==> src/rtl/receptor_medidas_pkg.sv <==
// Shared constants and state encoding for the 7E1 measurement frame decoder.
// Frame layout: three sensors, each "H T U #".
package receptor_medidas_pkg;

  localparam logic [6:0] ASCII_ZERO = 7'h30;
  localparam logic [6:0] ASCII_NOVE = 7'h39;
  localparam logic [6:0] ASCII_HASH = 7'h23;

  localparam int N_SENSORES         = 3;
  localparam int DIGITOS_POR_SENSOR = 3;

  typedef enum logic [3:0] {
    ESPERA     = 4'h0,
    DIGITO     = 4'h1,
    TERMINADOR = 4'h2,
    PUBLICA    = 4'h3,
    DESCARTA   = 4'h4
  } estado_t;

endpackage

==> src/rtl/contador_m.sv <==
// Modulo-M counter with synchronous clear; fim flags the last count.
// Wraps to zero when counting past M-1.
module contador_m #(
  parameter int M = 16,
  parameter int N = 4
) (
  input  logic clock,
  input  logic zera_s,
  input  logic conta,
  output logic fim
);

  logic [N-1:0] q;

  always_ff @(posedge clock) begin
    if (zera_s)
      q <= '0;
    else if (conta)
      q <= fim ? '0 : q + 1'b1;
  end

  assign fim = (q == N'(M - 1));

endmodule

==> src/rtl/conversor_ascii_bcd.sv <==
// Classifies a received character as BCD digit or frame terminator.
// Purely combinational.
import receptor_medidas_pkg::*;

module conversor_ascii_bcd (
  input  logic [6:0] caractere,
  output logic [3:0] nibble,
  output logic       eh_digito,
  output logic       eh_terminador
);

  assign nibble        = caractere[3:0];
  assign eh_digito     = (caractere >= ASCII_ZERO) &&
                         (caractere <= ASCII_NOVE);
  assign eh_terminador = (caractere == ASCII_HASH);

endmodule

==> src/rtl/receptor_medidas_7e1.sv <==
// Decodes "HTU#HTU#HTU#" frames into three BCD distances.
// RECEPTOR_MEDIDAS_CONTADOR_ERROS_EN adds a saturating error counter.
import receptor_medidas_pkg::*;

module receptor_medidas_7e1 #(
  parameter int TIMEOUT_CICLOS = 1_000_000,
  parameter int TIMEOUT_BITS   = 20
) (
  input  logic        clock,
  input  logic        reset,
  input  logic [6:0]  dado_ascii,
  input  logic        dado_pronto,
  output logic [11:0] medida1,
  output logic [11:0] medida2,
  output logic [11:0] medida3,
  output logic        medidas_validas,
  output logic        erro_quadro,
  output logic [3:0]  db_estado
`ifdef RECEPTOR_MEDIDAS_CONTADOR_ERROS_EN
  ,
  output logic [7:0]  erros
`endif
);

  estado_t    estado;
  logic [1:0] sensor;
  logic [1:0] digito;
  logic [3:0] digs [N_SENSORES][DIGITOS_POR_SENSOR];

  logic [3:0] nibble;
  logic       eh_digito;
  logic       eh_terminador;
  logic       fim;
  logic       conta;

  conversor_ascii_bcd u_conv (
    .caractere     (dado_ascii),
    .nibble        (nibble),
    .eh_digito     (eh_digito),
    .eh_terminador (eh_terminador)
  );

  assign conta = estado inside {DIGITO, TERMINADOR, DESCARTA};

  contador_m #(
    .M (TIMEOUT_CICLOS),
    .N (TIMEOUT_BITS)
  ) u_timeout (
    .clock  (clock),
    .zera_s (dado_pronto | reset),
    .conta  (conta),
    .fim    (fim)
  );

  assign db_estado = estado;

  always_ff @(posedge clock) begin
    if (reset) begin
      estado          <= ESPERA;
      sensor          <= '0;
      digito          <= '0;
      medida1         <= '0;
      medida2         <= '0;
      medida3         <= '0;
      medidas_validas <= 1'b0;
      erro_quadro     <= 1'b0;
      for (int s = 0; s < N_SENSORES; s++)
        for (int d = 0; d < DIGITOS_POR_SENSOR; d++)
          digs[s][d] <= '0;
    end else begin
      medidas_validas <= 1'b0;
      erro_quadro     <= 1'b0;
      unique case (estado)
        ESPERA, PUBLICA: begin
          if (estado == PUBLICA) begin
            medida1 <= {digs[0][0], digs[0][1], digs[0][2]};
            medida2 <= {digs[1][0], digs[1][1], digs[1][2]};
            medida3 <= {digs[2][0], digs[2][1], digs[2][2]};
            medidas_validas <= 1'b1;
          end
          // A byte here is the first digit of the next frame
          sensor <= '0;
          digito <= '0;
          estado <= ESPERA;
          if (dado_pronto) begin
            if (eh_digito) begin
              digs[0][0] <= nibble;
              digito     <= 2'd1;
              estado     <= DIGITO;
            end else begin
              erro_quadro <= 1'b1;
              estado      <= DESCARTA;
            end
          end
        end
        DIGITO: begin
          if (dado_pronto) begin
            if (eh_digito) begin
              digs[sensor][digito] <= nibble;
              if (digito == 2'd2) begin
                digito <= '0;
                estado <= TERMINADOR;
              end else begin
                digito <= digito + 2'd1;
              end
            end else begin
              erro_quadro <= 1'b1;
              estado      <= DESCARTA;
            end
          end else if (fim) begin
            erro_quadro <= 1'b1;
            estado      <= ESPERA;
          end
        end
        TERMINADOR: begin
          if (dado_pronto) begin
            if (eh_terminador && sensor == 2'd2) begin
              estado <= PUBLICA;
            end else if (eh_terminador) begin
              sensor <= sensor + 2'd1;
              digito <= '0;
              estado <= DIGITO;
            end else begin
              erro_quadro <= 1'b1;
              estado      <= DESCARTA;
            end
          end else if (fim) begin
            erro_quadro <= 1'b1;
            estado      <= ESPERA;
          end
        end
        DESCARTA: begin
          if (!dado_pronto && fim)
            estado <= ESPERA;
        end
        default: estado <= ESPERA;
      endcase
    end
  end

`ifdef RECEPTOR_MEDIDAS_CONTADOR_ERROS_EN
  always_ff @(posedge clock) begin
    if (reset)
      erros <= '0;
    else if (erro_quadro && erros != 8'hFF)
      erros <= erros + 8'd1;
  end
`endif

endmodule

==> config.mk <==
export PLATFORM = sky130hd
export DESIGN_NAME = receptor_medidas_7e1
export DESIGN_NICKNAME = d
export VERILOG_FILES = /design/src/rtl/receptor_medidas_pkg.sv /design/src/rtl/contador_m.sv /design/src/rtl/conversor_ascii_bcd.sv /design/src/rtl/receptor_medidas_7e1.sv
export SDC_FILE = /design/constraint.sdc
export NUM_CORES = 1
export LEC_CHECK = 0
export CAP_MARGIN = 20
export CORE_MARGIN = 3
export CORE_UTILIZATION = 47
export CTS_CLUSTER_SIZE = 20
export DETAILED_ROUTE_END_ITERATION = 10
export DONT_BUFFER_PORTS = 1
export HOLD_SLACK_MARGIN = 0.05
export PLACE_DENSITY_LB_ADDON = 0.12
export SYNTH_ARGS = -nofsm -noshare
export SYNTH_HDL_FRONTEND = slang
export SYNTH_SLANG_ARGS = --single-unit
==> constraint.sdc <==
create_clock -name clock -period 3.9 [get_ports clock]
set_input_delay 0.585 -clock clock [delete_from_list [all_inputs] [get_ports clock]]
set_output_delay 0.585 -clock clock [all_outputs]
set_load 0.01 [all_outputs]
# After elaboration in Yosys (flattened, before gate mapping)
# Memories as Yosys holds them, arrays and structs flattened. A register that Yosys moved wholly into a read port is not among the register bits.
# Index checks and enable logic that the tools add are counted.
[totals]
regBits = 30
mem_count = 1
mem_bits_rw = 36
[classes]
reduce_logical = 16
muxes = 50
n_eq_ne = 15
n_addsub = 3
bitwise = 4
order_cmp = 4
[mem_list]
columns = ["memory", "words", "width", "rd", "rd_ports_with_merged_regs", "write_ports", "line_no", "text"]
rows = [
  ["digs", 3, 12, 3, 3, 3, "receptor_medidas_7e1.sv:28", "logic [3:0] digs [N_SENSORES][DIGITOS_POR_SENSOR];"],
]
[op_table]
columns = ["cell", "count"]
rows = [
  ["two-way mux 12 bit", 3],
  ["two-way mux 4 bit", 8],
  ["adder 20 x 1 -> 20 bit, second input constant", 1],
  ["== test 20 bit, second input constant", 1],
  ["two-way mux 2 bit", 10],
  ["two-way mux 20 bit", 1],
  ["two-way mux 1 bit", 19],
  ["one-hot mux 4 bit (4 select lines)", 1],
  ["two-way mux 3 bit", 4],
  ["OR reduction 12 bit", 1],
  ["!= test 2 bit, second input constant", 5],
  ["demux 4 bit (select 2 bit)", 1],
  ["== test 4 x 2 -> 1 bit, second input constant", 2],
  ["== test 7 x 6 -> 1 bit, second input constant", 1],
  ["greater-or-equal comparator 7 x 6 -> 1 bit, second input constant", 1],
  ["<= comparator 7 x 6 -> 1 bit, second input constant", 1],
  ["one-hot mux 2 bit (3 select lines)", 1],
  ["AND reduction 6 bit", 1],
  ["nonzero test 3 bit", 2],
  ["adder 2 x 1 -> 2 bit, second input constant", 2],
  ["== test 2 bit, second input constant", 2],
  ["== test 4 x 1 -> 1 bit, second input constant", 1],
  ["== test 4 x 3 -> 1 bit, second input constant", 1],
  ["logical AND 1 bit", 4],
  ["other kinds (15)", 18],
]

# Longest topological paths before layout
[logic_depth]
ltp_word = 9
mapped_depth = 7
depth_no_buf = 6

# Hierarchy
# From an unflattened synthesis, not the netlist that was laid out.
[unflattened]
hier_cells = 469
area_unflattened_um2 = 4406.7
[by_module_without_submodules]
columns = ["mod", "seq_area_each_um2", "cells_each", "area_each_um2", "instances"]
rows = [
  ["receptor_medidas_7e1", 2001.9, 352, 3382.0, 1],
  ["contador_m", 400.4, 109, 953.4, 1],
  ["conversor_ascii_bcd", 0.0, 8, 71.3, 1],
]

# Worst setup path before layout
# Ideal clock, no wire load.
[synth_path]
path_type = "flip-flop to flip-flop"
from = "register estado[0] (netlist: db_estado[0])"
to = "memory digs[1][4] (netlist bit) (enable)"
arrival_ns = 1.796
path_slack_ns = 1.793
setup_ns = 0.310
stages_incl_launch_ff = 7
path_buffers = 1
period_less_slack_ns = 2.107
path_cell_list = "dfxtp_1 -> buf_2 -> nor4b_4 -> nand3_2 -> nor4_4 -> nand2_1 -> nand2b_1"
[synth_lines]
columns = ["element", "line_no", "text"]
rows = [
  ["from (decl)", "receptor_medidas_7e1.sv:25", "estado_t estado;"],
  ["from (signal assigned)", "receptor_medidas_7e1.sv:59", "estado <= ESPERA;"],
  ["from (signal assigned)", "receptor_medidas_7e1.sv:84", "estado <= ESPERA;"],
  ["from (signal assigned)", "receptor_medidas_7e1.sv:89", "estado <= DIGITO;"],
  ["to (decl)", "receptor_medidas_7e1.sv:28", ""],
]

==> impl_results.md <==
- Status: complete, no violations
- Async SR Flop Fraction: 0
- Count of different cell masters after synthesis: 49
- Worst EP required: 3.96 ns
- Hold Crit Start: reset
- DR iter-0 viols: 107
- Routed Antenna Nets: 0
- Final period util: 0.646
- FP Rows: 34
- RSZ-0062 raised after global routing: false
- Die area: 10300 um2
- Synth Area in Simple Gates: 0.262
- Start of the worst register-to-register path: db_estado[0]$_SDFFE_PP0P_
- R2r setup slk: 1.38 ns
- GRT Overall Usage: 0.168
- Synth Area in Adders: 0.00583
- Yosys top cell area share: 0.308
- Vias in the first global route: 2883
- GRT overflow: 0
- Root buf cell: clkbuf_8
- CTS tree: done
- Ys Warns: 0
- Tightest Pin Transition: 0.772 ns
- DRC violations left: 0
- Worst Skew: 0.00946 ns
- Register bit total from synthesis: 102
- Fin crit period: 2.52 ns
- Fmax: 397 MHz
- CTS buffer count: 9
- Initial core utilization: 0.487
- Slew HR: 0.478
- H-Tree Level Count: 3
- Clk_lat worst skew: 0.36 ns
- GP Congestion: 0.863
- Layout cell share with drive strength beyond 1: 0.0644
- Final core occ: 0.517
- Crit path from: db_estado[0]$_SDFFE_PP0P_
- Vias per cell: 5.48
- Total number of vias: 3056
- Synth Area in XOR/XNOR: 0.0388
- Most frequent cell after synthesis: nand2_1
- Cell taking the most area after synthesis: dfxtp_1
- Worst path arrival time: 2.58 ns
- Avg Cell Area, Syn: 9.45 um2
- Power per cell area: 408 nW/um2
- Core ar.: 8810 um2
- Synth top area cells: dfxtp_1 31%, edfxtp_1 25%, nand2_1 8.0%, a21oi_1 5.0%, nor2_1 4.4%
- Clk sinks: 102
- Post-synth top cells: 92 x nand2_1, 66 x dfxtp_1, 50 x nor2_1
- Maxcap violations: 0
- Post-synthesis compound-gate area fraction: 0.0953
- Main combinational cell family by area after synthesis: simple AND/OR/NAND/NOR gates
- Io pins: 52
- Routed WL per cell: 14.8 um
- Largest net degree at the start of global routing: 58
- Critical Path Sink Type: flop
- Slew Limit Fails: 0
- Die Wd: 102 um
- Finish-stage setup viols: 0
- Initial antenna violation count: 0
- PnR worst setup slack: 1.38 ns
- Port bufs: 0
- Post-place setup slack: 1.42 ns
- CTS max path bufs: 2
- Final WL: 8.26 mm
- # diodes: 0
- Synth Flop Type: dfxtp_1
- Critical setup path kind: reg2reg
- First-pass GRT wire length: 13.8 mm
- Post-synthesis cell area: 4290 um2
- Syn Nets: 466
- Area growth, synth to finish: 6.18%
- Sequential share of the synthesized area: 0.560
- Hold WC Path Type: in2reg
- Post-synthesis mux area share: 0.00758
- DPL Wire Length: 5.68 mm
- Static Leakage: 1.46 nW
- Hold-fix buffers, CTS: 0
- Clock Pin Slew Worst Setup and Hold Paths: 0.09 ns
- CTS resizes: 0
- Detailed Routing Iterations Pass 1: 4
- Maximum VDD drop: 219 uV
- Min Hold Slack: 0.292 ns
- Post-CTS Setup Inserts: 0
- Die Y: 102 um
- Max FO, Critical Path: 11
- Crit path launch type: flop
- Fillers: 840
- Syn Inst Count: 454
- Final hold vios: 0
- EDFF count, synth: 36
- Net count, final: 457
- Setup TNS: 0 ns
==> final timing paths <==
| check | to | cells after the start |
|---|---|---|
| worst min-delay path | db_estado[2]$_SDFFE_PP0P_ | 1 |
| worst min register to register | medida1[10]$_SDFFE_PP0P_ | 2 |
| worst max register to register | digs[1][3]$_SDFFCE_PN0P_ | 5 |
| worst max-delay path | digs[1][3]$_SDFFCE_PN0P_ | 5 |
==> metrics by stage <==
step | power, W | instances | instance area [um2]
final | 0.00186 | 558 | 4560
after global routing | 0.00194 | 558 | 4560
after CTS | 0.00188 | 558 | 4560
after detailed placement | 0.00120 | 542 | 4350
after global placement | 0.00120 | 541 | 4330
after floorplan | 0.00120 | 454 | 4290
==> where the power goes <==
part           leakage, nW  internal [W]  total [W]  switching [W]
logic                0.459     0.0000158  0.0000467      0.0000309
registers            0.903       0.00111    0.00113      0.0000118
clock network       0.0984      0.000339   0.000687       0.000348
total                 1.46       0.00147    0.00186       0.000391
==> critical path: stages (launching register included) <==
cell	delay, ns
dfxtp_1	0.57
nor4b_4	0.58
nand3_2	0.23
nor4_4	0.43
nand2_1	0.20
nand2b_1	0.21
==> logic make-up after synthesis <==
logic type      after synthesis
simple gates                229
flops                       102
compound gates               69
buf+inv                      29
xor+xnor                     19
mux                           3
fa+ha+maj                     2
other cells                   1
==> flip-flops by register name, indices dropped and copies added, names as in the netlist <==
name and flops:
db_estado 4, digito 2, digs 36, erro_quadro 1, medida1 12, medida2 12, medida3 12, medidas_validas 1
sensor 2, u_timeout.q 20
==> cells in the final DEF (no fill, tap or decap), drive strengths merged, types with 2 or more instances in the layout <==
master and n:
and2 9, edfxtp 36, dfxtp 66, xnor2 14
a21o 5, nand2b 9, o21ai 5, a21oi 44
nand2 92, a21boi 5, nand4 11, nor3 7
clkinvlp 2, and3 8, nor4 9, a211oi 3
xor2 5, clkbuf 12, or2 3, ha 2
nor2 50, buf 2, a31oi 3, nand3 12
inv 8, mux2 2, nor2b 2, nor3b 4
nor4b 5, a311oi 2, or3 3
==> layout make-up <==
type                    count  area [um2]  area share
flip-flops and latches    102        2400       0.527
multi-input cells         323        1760       0.386
clock buffers              12         156      0.0343
well taps                 108         135      0.0297
clock inverters             4        53.8      0.0118
inverters                   7        26.3     0.00577
repair buffers              2        22.5     0.00494
==> routing by layer <==
metal  share of wire  GRT usage
met1            0.47      0.222
met2            0.46      0.262
met3           0.054     0.0475
met4           0.015     0.0675
met5               0          0
Note: power is estimated with default switching activity, not from simulation.
